### config.mk
export PLATFORM = sky130hd
export DESIGN_NAME = hazard_ctrl_unit
export DESIGN_NICKNAME = d
export VERILOG_FILES = /design/src/rtl/hazard_pkg.sv /design/src/rtl/hazard_ctrl_unit_mem_wait_fsm.sv /design/src/rtl/hazard_ctrl_unit.sv
export SDC_FILE = /design/constraint.sdc
export NUM_CORES = 1
export LEC_CHECK = 0
export ABC_AREA = 1
export ABC_CLOCK_PERIOD_IN_PS = 2700
export BUFFER_PORTS_ARGS = -buffer_cell sky130_fd_sc_hd__buf_2
export CAP_MARGIN = 15
export CORE_MARGIN = 2
export CORE_UTILIZATION = 49
export CTS_CLUSTER_DIAMETER = 120
export DETAILED_ROUTE_END_ITERATION = 16
export PLACE_DENSITY = 0.86
export SETUP_SLACK_MARGIN = 0.5
export SLEW_MARGIN = 25
export SYNTH_ARGS = -nofsm -noshare
export SYNTH_HDL_FRONTEND = slang
export SYNTH_SLANG_ARGS = --single-unit
### constraint.sdc
create_clock -name clk -period 2.7 [get_ports clk]
set_input_delay 0.54 -clock clk [delete_from_list [all_inputs] [get_ports clk]]
set_output_delay 0.54 -clock clk [all_outputs]
set_load 0.1 [all_outputs]
### src/rtl/hazard_pkg.sv
// Shared types and constants for the RV32 pipeline hazard controller.
package hazard_pkg;

    localparam int REG_ADDR_WIDTH = 5;
    localparam logic [1:0] RESULT_SRC_MEM = 2'b01;

    typedef enum logic [1:0] {
        FWD_RF = 2'b00,
        FWD_W  = 2'b01,
        FWD_M  = 2'b10
    } fwd_sel_e;

    typedef enum logic [1:0] {
        MW_IDLE,
        MW_WAIT,
        MW_ERROR
    } mem_wait_state_e;

    // Newest producer (Memory stage) wins over Writeback.
    function automatic fwd_sel_e fwd_select(
        input logic [REG_ADDR_WIDTH-1:0] rs,
        input logic [REG_ADDR_WIDTH-1:0] rd_m,
        input logic                      we_m,
        input logic [REG_ADDR_WIDTH-1:0] rd_w,
        input logic                      we_w
    );
        fwd_sel_e sel;
        sel = FWD_RF;
        if (we_m && rd_m != '0 && rd_m == rs)
            sel = FWD_M;
        else if (we_w && rd_w != '0 && rd_w == rs)
            sel = FWD_W;
        return sel;
    endfunction

endpackage

### src/rtl/hazard_ctrl_unit_mem_wait_fsm.sv
// Data-memory wait-state FSM with timeout watchdog; ERROR is sticky until rst.
module hazard_mem_wait_fsm
    import hazard_pkg::*;
#(
    parameter int MEM_TIMEOUT = 64
) (
    input  logic clk,
    input  logic rst,
    input  logic mem_req_m_i,
    input  logic mem_ready_i,
    output logic freeze,
    output logic mem_busy_o,
    output logic mem_timeout_o
);

    localparam int CW = $clog2(MEM_TIMEOUT + 1);

    mem_wait_state_e state, state_next;
    logic [CW-1:0]   wait_cnt, wait_cnt_next;
    logic            pending;

    assign pending = mem_req_m_i && !mem_ready_i;

    always_ff @(posedge clk or posedge rst) begin
        if (rst) begin
            state    <= MW_IDLE;
            wait_cnt <= '0;
        end else begin
            state    <= state_next;
            wait_cnt <= wait_cnt_next;
        end
    end

    always_comb begin
        state_next    = state;
        wait_cnt_next = wait_cnt;
        unique case (state)
            MW_IDLE: begin
                if (pending) begin
                    state_next    = MW_WAIT;
                    wait_cnt_next = CW'(1);
                end
            end
            MW_WAIT: begin
                // Ready or a withdrawn request both end the wait.
                if (!pending) begin
                    state_next    = MW_IDLE;
                    wait_cnt_next = '0;
                end else if (wait_cnt == CW'(MEM_TIMEOUT)) begin
                    state_next = MW_ERROR;
                end else begin
                    wait_cnt_next = wait_cnt + CW'(1);
                end
            end
            MW_ERROR: begin
                state_next = MW_ERROR;
            end
            default: begin
                state_next    = MW_IDLE;
                wait_cnt_next = '0;
            end
        endcase
    end

    assign freeze        = pending || (state == MW_ERROR);
    assign mem_busy_o    = (state != MW_IDLE);
    assign mem_timeout_o = (state == MW_ERROR);

endmodule

### src/rtl/hazard_ctrl_unit.sv
// Pipeline hazard controller: forwarding, load-use stall, flush, memory freeze.
// Optional perf counters enabled by defining HAZARD_PERF_CNT_EN.
module hazard_ctrl_unit
    import hazard_pkg::*;
#(
    parameter int MEM_TIMEOUT = 64,
    parameter int CNT_WIDTH   = 32
) (
    input  logic                      clk,
    input  logic                      rst,
    input  logic [REG_ADDR_WIDTH-1:0] rs1_addr_d_i,
    input  logic [REG_ADDR_WIDTH-1:0] rs2_addr_d_i,
    input  logic [REG_ADDR_WIDTH-1:0] rs1_addr_e_i,
    input  logic [REG_ADDR_WIDTH-1:0] rs2_addr_e_i,
    input  logic [REG_ADDR_WIDTH-1:0] rd_addr_e_i,
    input  logic [1:0]                result_src_e_i,
    input  logic                      pc_src_e_i,
    input  logic [REG_ADDR_WIDTH-1:0] rd_addr_m_i,
    input  logic                      reg_write_m_i,
    input  logic [REG_ADDR_WIDTH-1:0] rd_addr_w_i,
    input  logic                      reg_write_w_i,
    input  logic                      mem_req_m_i,
    input  logic                      mem_ready_i,
    output logic [1:0]                forward_a_e_o,
    output logic [1:0]                forward_b_e_o,
    output logic                      stall_f_o,
    output logic                      stall_d_o,
    output logic                      stall_e_o,
    output logic                      stall_m_o,
    output logic                      stall_w_o,
    output logic                      flush_d_o,
    output logic                      flush_e_o,
    output logic                      mem_busy_o,
    output logic                      mem_timeout_o
`ifdef HAZARD_PERF_CNT_EN
    ,
    output logic [CNT_WIDTH-1:0]      perf_lw_stall_o,
    output logic [CNT_WIDTH-1:0]      perf_flush_o,
    output logic [CNT_WIDTH-1:0]      perf_mem_wait_o
`endif
);

    logic freeze;
    logic lw_stall;

    hazard_mem_wait_fsm #(
        .MEM_TIMEOUT(MEM_TIMEOUT)
    ) u_mem_wait (
        .clk          (clk),
        .rst          (rst),
        .mem_req_m_i  (mem_req_m_i),
        .mem_ready_i  (mem_ready_i),
        .freeze       (freeze),
        .mem_busy_o   (mem_busy_o),
        .mem_timeout_o(mem_timeout_o)
    );

    assign forward_a_e_o = fwd_select(rs1_addr_e_i, rd_addr_m_i,
                                      reg_write_m_i, rd_addr_w_i,
                                      reg_write_w_i);
    assign forward_b_e_o = fwd_select(rs2_addr_e_i, rd_addr_m_i,
                                      reg_write_m_i, rd_addr_w_i,
                                      reg_write_w_i);

    // A taken branch kills the dependent Decode instruction anyway.
    assign lw_stall = (result_src_e_i == RESULT_SRC_MEM)
                   && (rd_addr_e_i != '0)
                   && (rd_addr_e_i == rs1_addr_d_i
                       || rd_addr_e_i == rs2_addr_d_i)
                   && !pc_src_e_i;

    // ID/EX gives flush priority over stall, so flushes are masked in freeze.
    always_comb begin
        stall_f_o = lw_stall;
        stall_d_o = lw_stall;
        stall_e_o = 1'b0;
        stall_m_o = 1'b0;
        stall_w_o = 1'b0;
        flush_d_o = pc_src_e_i;
        flush_e_o = lw_stall | pc_src_e_i;
        if (freeze) begin
            stall_f_o = 1'b1;
            stall_d_o = 1'b1;
            stall_e_o = 1'b1;
            stall_m_o = 1'b1;
            stall_w_o = 1'b1;
            flush_d_o = 1'b0;
            flush_e_o = 1'b0;
        end
    end

`ifdef HAZARD_PERF_CNT_EN
    always_ff @(posedge clk or posedge rst) begin
        if (rst) begin
            perf_lw_stall_o <= '0;
            perf_flush_o    <= '0;
            perf_mem_wait_o <= '0;
        end else begin
            if (lw_stall && !freeze)
                perf_lw_stall_o <= perf_lw_stall_o + CNT_WIDTH'(1);
            if (pc_src_e_i && !freeze)
                perf_flush_o <= perf_flush_o + CNT_WIDTH'(1);
            if (freeze)
                perf_mem_wait_o <= perf_mem_wait_o + CNT_WIDTH'(1);
        end
    end
`endif

endmodule

# Word level (Yosys, flattened, before mapping)
# Cells that the tools add are included.
# totals
out_inout_bits	13
input_bits	44
register_bits	9
word_cells	55
# classes
muxes	16
n_reduce_logical	21
n_bitwise	2
n_eq_ne	13
addsub	1
# ops
operator	count
5-bit equality test	6
7-bit two-way mux	3
7-bit one-hot mux with 3 select lines	1
5-bit nonzero test	3
1-bit logical AND	10
2-bit two-way mux	5
7-bit by 1-bit adder with 7-bit output (second input constant)	1
7-bit equality test (second input constant)	1
1-bit two-way mux	6
3-bit != test (second input constant)	2
2-bit one-hot mux with 3 select lines	1
2-bit by 1-bit equality test with 1-bit output (second input constant)	2
3-bit AND reduction	1
2-bit equality test (second input constant)	1
1-bit logical NOT	2
2-bit logical NOT	1
1-bit logical OR	2
2-bit by 1-bit != test with 1-bit output (second input constant)	1
2-bit AND reduction	1
2-bit nonzero test	1
1-bit NOT	1
1-bit bitwise OR	1

# Longest topological paths before layout
# Gate-level depths: netlist of the first run.
# logic_depth
word_depth	6
ltp_mapped	9
mapped_depth_nobuf	8

# Cells and area by module
# A second synthesis of the first run with hierarchy kept.
# unflattened
hier_cells	193
hier_area_um2	1183.6
# modules_own_cells
mod	n_inst	area_each_um2	cells_each	seq_area_each_um2
hazard_mem_wait_fsm	1	631.9	88	225.2
hazard_ctrl_unit	1	551.8	105	0.0

# Worst setup path after synthesis of the first run
# No wires, ideal clock.
# synth_timing
kind	input to output
from	in rd_addr_m_i[1]
to	out forward_a_e_o[0]
arrival_ns	4.151
t_required_ns	2.160
setup_slack_ns	-1.991
path_buffers	0
path_stages	4
path_cell_list	xnor2_1 nand2_1 nor3_1 nor2_1
# synth_via
elab_chain_cells	4
word_cells_on_any_way	5
cone_classes	eq/ne (1); mux (1); reduce/logical (3)
# synth_lines
element	line_no	rtl
start: declaration	hazard_ctrl_unit.sv:18	input logic [REG_ADDR_WIDTH-1:0] rd_addr_m_i,
5-bit nonzero test	hazard_pkg.sv:29	if (we_m && rd_m != '0 && rd_m == rs)
1-bit logical AND	hazard_pkg.sv:29	
1-bit logical AND (*)	hazard_pkg.sv:29	
2-bit two-way mux (*)	hazard_pkg.sv:29	
end: declaration	hazard_ctrl_unit.sv:24	output logic [1:0] forward_a_e_o,
# Every way passes the cells marked *; elsewhere a longest branch is shown, timed or not.

# Final worst setup path of the first run
# layout_timing
from	reg u_mem_wait.state[1]
to	out flush_e_o
# layout_via
elab_chain_cells	3
# layout_lines
element	line_no	rtl
start: declaration	hazard_ctrl_unit_mem_wait_fsm.sv:18	mem_wait_state_e state, state_next;
start signal: assignment	hazard_ctrl_unit_mem_wait_fsm.sv:29	state <= state_next;
2-bit equality test	hazard_ctrl_unit_mem_wait_fsm.sv:65	assign freeze = pending || (state == MW_ERROR);
1-bit logical OR	hazard_ctrl_unit_mem_wait_fsm.sv:65	
1-bit two-way mux	hazard_ctrl_unit.sv:81	if (freeze) begin
end: declaration	hazard_ctrl_unit.sv:32	output logic flush_e_o,
# Every way passes these cells.

==> results.toml, run 1 <==
[routing]
vias = 1252
routed_wl_um = 2770
firstDrtPassIters = 4
drt_iter0_markers = 27
drc = 0
antenna_left = 0
routed_via_density = 4.72
post_drt_wl_per_cell_um = 10.4

[power]
power_density_nw_per_um2 = 317
p_leak_uw = 0.000865
vdd_drop_max_uv = 258

[critical_path]
cp_max_fo = 5
crit_buf_inv = 4
endpoint_kind = "output pin"
cpLargestDelayFamily = "buffers and inverters"
worst_path_max_delay_cell = "dfrtp_1"
cp_cell_sequence = "inv_2 > nor2_4 > inv_2 > nand2_8 > clkinvlp_4 > nand3_2 > nand2_8 > buf_6"
worst_ep_required_time_ps = 2160
max_stage_delay_ps = 450
critical_path_arrival_ps = 1600
start_kind = "flip-flop"
criticalPathCategory = "reg2out"

[timing]
hold_violations = 0
tns_ps = 0
hold_slack_ps = 229
fmax_mhz = 468
slew_viol_final = 0
fin_crit_ps = 2140
skew_ps = 0.369
setup_viol = 0
max_slew.worst_pin.slew_ps = 486
rsz0062_at_grt = "yes"
min_period_over_period_pct = 79.1
relSlewSlack_pct = 67.8

[yosys]
yosysTopAreaCell = "dfrtp_1"
netlist_instances = 180
seq_area_frac_synth_pct = 20.4
yosys_register_bits = 9
synth_cell_types = 23
ys_top_cells_by_area = "dfrtp_1 (20%), nand2_1 (14%), inv_1 (10%)"
post_synth.cell_area_avg_um2 = 6.12
ys_warn_count = 0
synthesis.area_um2 = 1100
netlist.area_leader.share_pct = 20.4
syn_nets = 226

[placement]
place.gp.congestion = 0.862
port_buffers = 56
place_hpwl_um = 2300

[floorplan]
initial_core_util_pct = 50.8
coreArea_um2 = 2170
dieArea_um2 = 2650
rows = 17
ioPinCount = 57
die_h_um = 51.4
die_x_um = 51.4

[cts]
cts_sinks = 9
htree_levels = 1
clk_pin_slew_ps = 60
numCtsBuffers = 3
cts-root-buf = "clkbuf_4"
ctsHoldBuffers = 0
clk_path_buf_depth = 2
worstSkewPairLatency_ps = 260
cts_tree = "yes"

[job]
drv_cap = 0

[global_route]
grt_pass1_wl_um = 4660
antenna_found_initial = 0
grtUsageTotal_pct = 22.9
grt_remaining_overflow = 0
grt_max_degree = 11
grt_pass1_vias = 1163

[cells_and_area]
area_delta_synth_final_pct = 45.6
register_area_um2 = 225
fin_util_pct = 74.0
multi_input_area_um2 = 866
layout-drive-gt1-share_pct = 37.6
n_antenna_cell = 0
fillers = 177
nNetsFinal = 284

[hold_path]
hp-class = "in2async"

[status]
status = "complete, no violations"
-- placed cells by master, fill, tap and decap left out, types with 6 or more instances in the layout --
master,netlist,layout
inv_1,30,26
dfrtp_1,9,9
xnor2_1,12,10
nor2_4,2,6
xor2_1,10,10
buf_2,0,48
nand2_1,42,39
nor2_1,25,21
nand3_1,14,12
-- worst reg2reg max path: stages, from the launching register on --
cell and delay [ps]:
dfrtp_1 410, inv_1 110, ha_1 170, nand3_1 100
nor2_1 130, nand2_2 90, nand2_4 120, nand2_1 70
o21ai_1 80
-- where the power goes --
part           leakage, uW  switching [uW]  internal [uW]
clock network    0.0000150            50.9           57.2
logic             0.000728             167           86.8
registers         0.000122            6.93            141
-- timing repair --
item,in CTS,in global routing
setup buffers,0,0
setup endpoints to repair,6,7
resized for setup,8,10
-- cell families after synthesis --
| family | after synthesis | synth area share, % |
|---|---|---|
| xor gates and xnor gates | 22 | 17.5 |
| and+or+nand+nor | 97 | 39.3 |
| DFF | 9 | 20.4 |
| buffers and inverters | 36 | 13.3 |
| AOI/OAI and AO/OA | 14 | 7.26 |
| adders and majority gates | 2 | 2.27 |
-- synth_stat cells, drive strengths merged --
library cell / instances
or2: 1
a21oi: 1
nand3b: 1
xnor2: 12
ha: 2
nand2: 44
dfrtp: 9
nand4: 5
inv: 33
nand3: 14
xor2: 10
nor2: 28
nor3: 4
buf: 3
o21bai: 1
o21ai: 12
-- sequential cells by signal (all words and copies together) (netlist names) --
signal	flops
u_mem_wait.state	2
u_mem_wait.wait_cnt	7
-- cell type report --
type                            count  area share, %
Multi-Input combinational cell    135           53.9
Inverter                           33           8.11
Sequential cell                     9           14.0
Tap cell                           28           2.18
Clock buffer                        4           1.64
Timing Repair Buffer               56           20.1
-- metal layers --
| metal | share of wire, % | GRT usage (%) |
|---|---|---|
| met5 | 0 | 0 |
| met4 | 0.58 | 3.95 |
| met3 | 7.2 | 4.97 |
| met2 | 53 | 42.7 |
| met1 | 39 | 26.6 |
-- stage by stage --
stage / total power [uW] / std cells / setup WS (ps) / area (um^2)
6_report: 510 / 265 / 564 / 1610
5_1_grt: 541 / 265 / 458 / 1610
4_1_cts: 505 / 265 / 413 / 1570
3_5_place_dp: 393 / 261 / 363 / 1520
3_3_place_gp: 389 / 261 / 368 / 1520
2_1_floorplan: 327 / 180 / 206 / 1250
-- final timing paths --
check | to | startpoint | slack [ps] | cells past startpoint
hold / removal | u_mem_wait.wait_cnt[0]$_DFFE_PP0P_ | rst | 230 | 2
max in group asynchronous | u_mem_wait.wait_cnt[1]$_DFFE_PP0P_ | rst | 2210 | 2
min in group clk | u_mem_wait.wait_cnt[6]$_DFFE_PP0P_ | u_mem_wait.wait_cnt[6]$_DFFE_PP0P_ | 530 | 2
setup reg to reg | u_mem_wait.wait_cnt[3]$_DFFE_PP0P_ | u_mem_wait.wait_cnt[0]$_DFFE_PP0P_ | 1350 | 8
hold reg to reg | u_mem_wait.wait_cnt[6]$_DFFE_PP0P_ | u_mem_wait.wait_cnt[6]$_DFFE_PP0P_ | 530 | 2
setup / recovery | flush_e_o | u_mem_wait.state[1]$_DFFE_PP0P_ | 560 | 8
No activity file was read; power rests on OpenSTA's default activity.
==> run 2, diff against run 1 <==
- ABC_AREA: 1 -> 0
- ABC_CLOCK_PERIOD_IN_PS: 2700 -> 1950
- CORE_UTILIZATION: 49 -> 39
- PLACE_DENSITY: 0.86 -> 0.76
- clock period: 2.7 -> 1.95 ns (I/O delays scaled with it)
==> results.toml, run 2 <==
[timing]
relSlewSlack_pct = 74.9
min_period_over_period_pct = 113
setup_ws_ps = -253
setup_viol = 7
max_slew.worst_pin.slew_ps = 374
slew_viol_final = 0
hold_violations = 0
skew_ps = 12.9
fin_crit_ps = 2200
rsz0062_at_grt = "yes"
fmax_mhz = 454

[cts]
ctsHoldBuffers = 0
clk_path_buf_depth = 2
cts-root-buf = "clkbuf_4"
numCtsBuffers = 3
cts_tree = "yes"
clk_pin_slew_ps = 80
htree_levels = 1
cts_sinks = 9
worstSkewPairLatency_ps = 290

[yosys]
synth_edf_count = 0
netlist_top_cells_count = "xor2_1 (24), dfrtp_1 (9), xnor2_1 (8), inv_1 (7), nor2_1 (6)"
synth-main-ff-cell = "dfrtp_1"
yosysTopAreaCell = "dfrtp_1"
post_synth.cell_area_avg_um2 = 8.46
netlist_instances = 115
yosys_register_bits = 9
synthesis.area_um2 = 973
seq_area_frac_synth_pct = 23.1
synth_cell_types = 38
syn_nets = 161
ys_warn_count = 0
ys_top_cells_by_area = "dfrtp_1 (23%), xor2_1 (22%), xnor2_1 (7.2%)"
netlist.area_leader.share_pct = 23.1
async_reset_ff_share_pct = 100
synth.most_common_cell = "xor2_1"

[critical_path]
worst_path_max_delay_cell = "or4_4"
cp_max_fo = 2
r2r_cells = 6
cp.depth = 5
worst_ep_required_time_ps = 1560
crit_buf_inv = 2
cpLargestDelayFamily = "simple AND/OR/NAND/NOR gates"
critical_path_arrival_ps = 1810
endpoint_kind = "output pin"
criticalPathCategory = "in2out"
cp_cell_sequence = "buf_6 > xor2_1 > or4_4 > nor4_4 > buf_12"
start_kind = "input port"
max_stage_delay_ps = 560

[floorplan]
initial_core_util_pct = 40.4
die_h_um = 54.0
die_x_um = 54.0
ioPinCount = 57
coreArea_um2 = 2410
dieArea_um2 = 2910
rows = 18

[power]
p_leak_uw = 0.000950
vdd_drop_max_uv = 709
power_density_nw_per_um2 = 401

[routing]
post_drt_wl_per_cell_um = 23.8
routed_wl_um = 5560
firstDrtPassIters = 4
routed_via_density = 5.96
drt_iter0_markers = 40
antenna_left = 0
vias = 1394
drc = 0

[cells_and_area]
layout_common_cells = "buf_2 (30), buf_6 (27), xor2_1 (23)"
final_common_cell = "buf_2"
layout-drive-gt1-share_pct = 68.1
area_delta_synth_final_pct = 123
fin_area_um2 = 2170
nNetsFinal = 251
n_antenna_cell = 0
top_register = "u_mem_wait.wait_cnt"
largest_reg_flops = 7
reg_top3 = "u_mem_wait.wait_cnt (7), u_mem_wait.state (2)"

[global_route]
grt_remaining_overflow = 0
grt_pass1_wl_um = 6110
grtUsageTotal_pct = 30.6
antenna_found_initial = 0
grt_pass1_vias = 1307
grt_max_degree = 10

[job]
drv_cap = 0

[hold_path]
hp-class = "in2async"

[status]
violations = "negative setup slack"
status = "complete, but fails checks"

[placement]
port_buffers = 56
place_hpwl_um = 2400
place.gp.congestion = 0.781
dp_slack_ps = -253
placed_area_um2 = 1640
==> run 2: cell types whose count changed in the layout (fill, tap and decap cells not counted), moves of 4 or more <==
cell,before,now
nand2_1,39,4
buf_6,2,27
inv_1,26,3
buf_2,48,30
buf_4,2,19
nor2_1,21,4
buf_12,0,13
xor2_1,10,23
nand3_1,12,1
xnor2_1,10,2
nor2_4,6,0
o21ai_1,5,0
nor4_4,0,4
or4_4,0,4
==> run 2: cell families after synthesis <==
logic type	after synthesis	synth area share (%)
flops	9	23.1
compound gates	20	13.6
xor+xnor	32	28.8
fa+ha+maj	2	2.57
buf+inv	11	5.40
simple gates	41	26.5
==> run 2: worst register-to-register path, cell delays in order (launching register included) <==
cell and delay (ps):
dfrtp_2 460, inv_2 90, ha_4 120, nor4b_4 240
nand2_2 170, o21bai_1 250, a32o_1 180
==> run 2: power by group <==
part | internal [uW] | leakage (uW) | total (uW) | switching (uW)
Clock | 79.7 | 0.0000150 | 169 | 89.5
Combinational | 228 | 0.000815 | 498 | 271
Sequential | 193 | 0.000120 | 203 | 10.1
Total | 500 | 0.000950 | 870 | 370
==> run 2: per-layer routing <==
layer	GRT usage (%)	wire [um]	vias to the layer above
met2	60.8	2750	125
met1	26.0	1820	642
met5	0	0	-
met3	8.61	574	43
li1	-	-	584
met4	19.2	410	0
==> run 2: per-stage QoR <==
step / utilization [%] / setup TNS, ps / hold slack (ps) / instances / total power [uW]
global route: 90.1 / -1330 / 91.3 / 234 / 896
global placement: 68.2 / -610 / 363 / 211 / 543
finish: 90.1 / -774 / 61.5 / 234 / 870
CTS: 80.2 / -453 / 77.0 / 223 / 759
floorplan: - / -2820 / 218 / 115 / 423
detailed placement: 68.2 / -700 / 375 / 211 / 553
==> run 2: final timing paths <==
path / endpoint / slack, ps / start
setup / recovery: forward_a_e_o[0] / -250 / rs1_addr_e_i[1]
hold reg to reg: u_mem_wait.wait_cnt[6]$_DFFE_PP0P_ / 540 / u_mem_wait.wait_cnt[6]$_DFFE_PP0P_
min in group clk: u_mem_wait.wait_cnt[5]$_DFFE_PP0P_ / 490 / mem_ready_i
setup reg to reg: u_mem_wait.wait_cnt[1]$_DFFE_PP0P_ / 360 / u_mem_wait.wait_cnt[0]$_DFFE_PP0P_
hold / removal: u_mem_wait.state[1]$_DFFE_PP0P_ / 60 / rst
max in group asynchronous: u_mem_wait.wait_cnt[0]$_DFFE_PP0P_ / 1600 / rst
==> run 2: repair_timing <==
action	in CTS	in global routing
gates cloned	0	0
pin swaps	18	20
setup endpoints to repair	16	19
hold endpoints to repair	0	0
gates resized for setup	49	39
buffers inserted	8	11
==> run 2: layout make-up <==
cell class,instances,area [um^2]
multi-input cells,95,993
well taps,30,37.5
clock buffers,4,26.3
flip-flops and latches,9,228
repair buffers,89,857
fillers,85,238
inverters,7,30.0
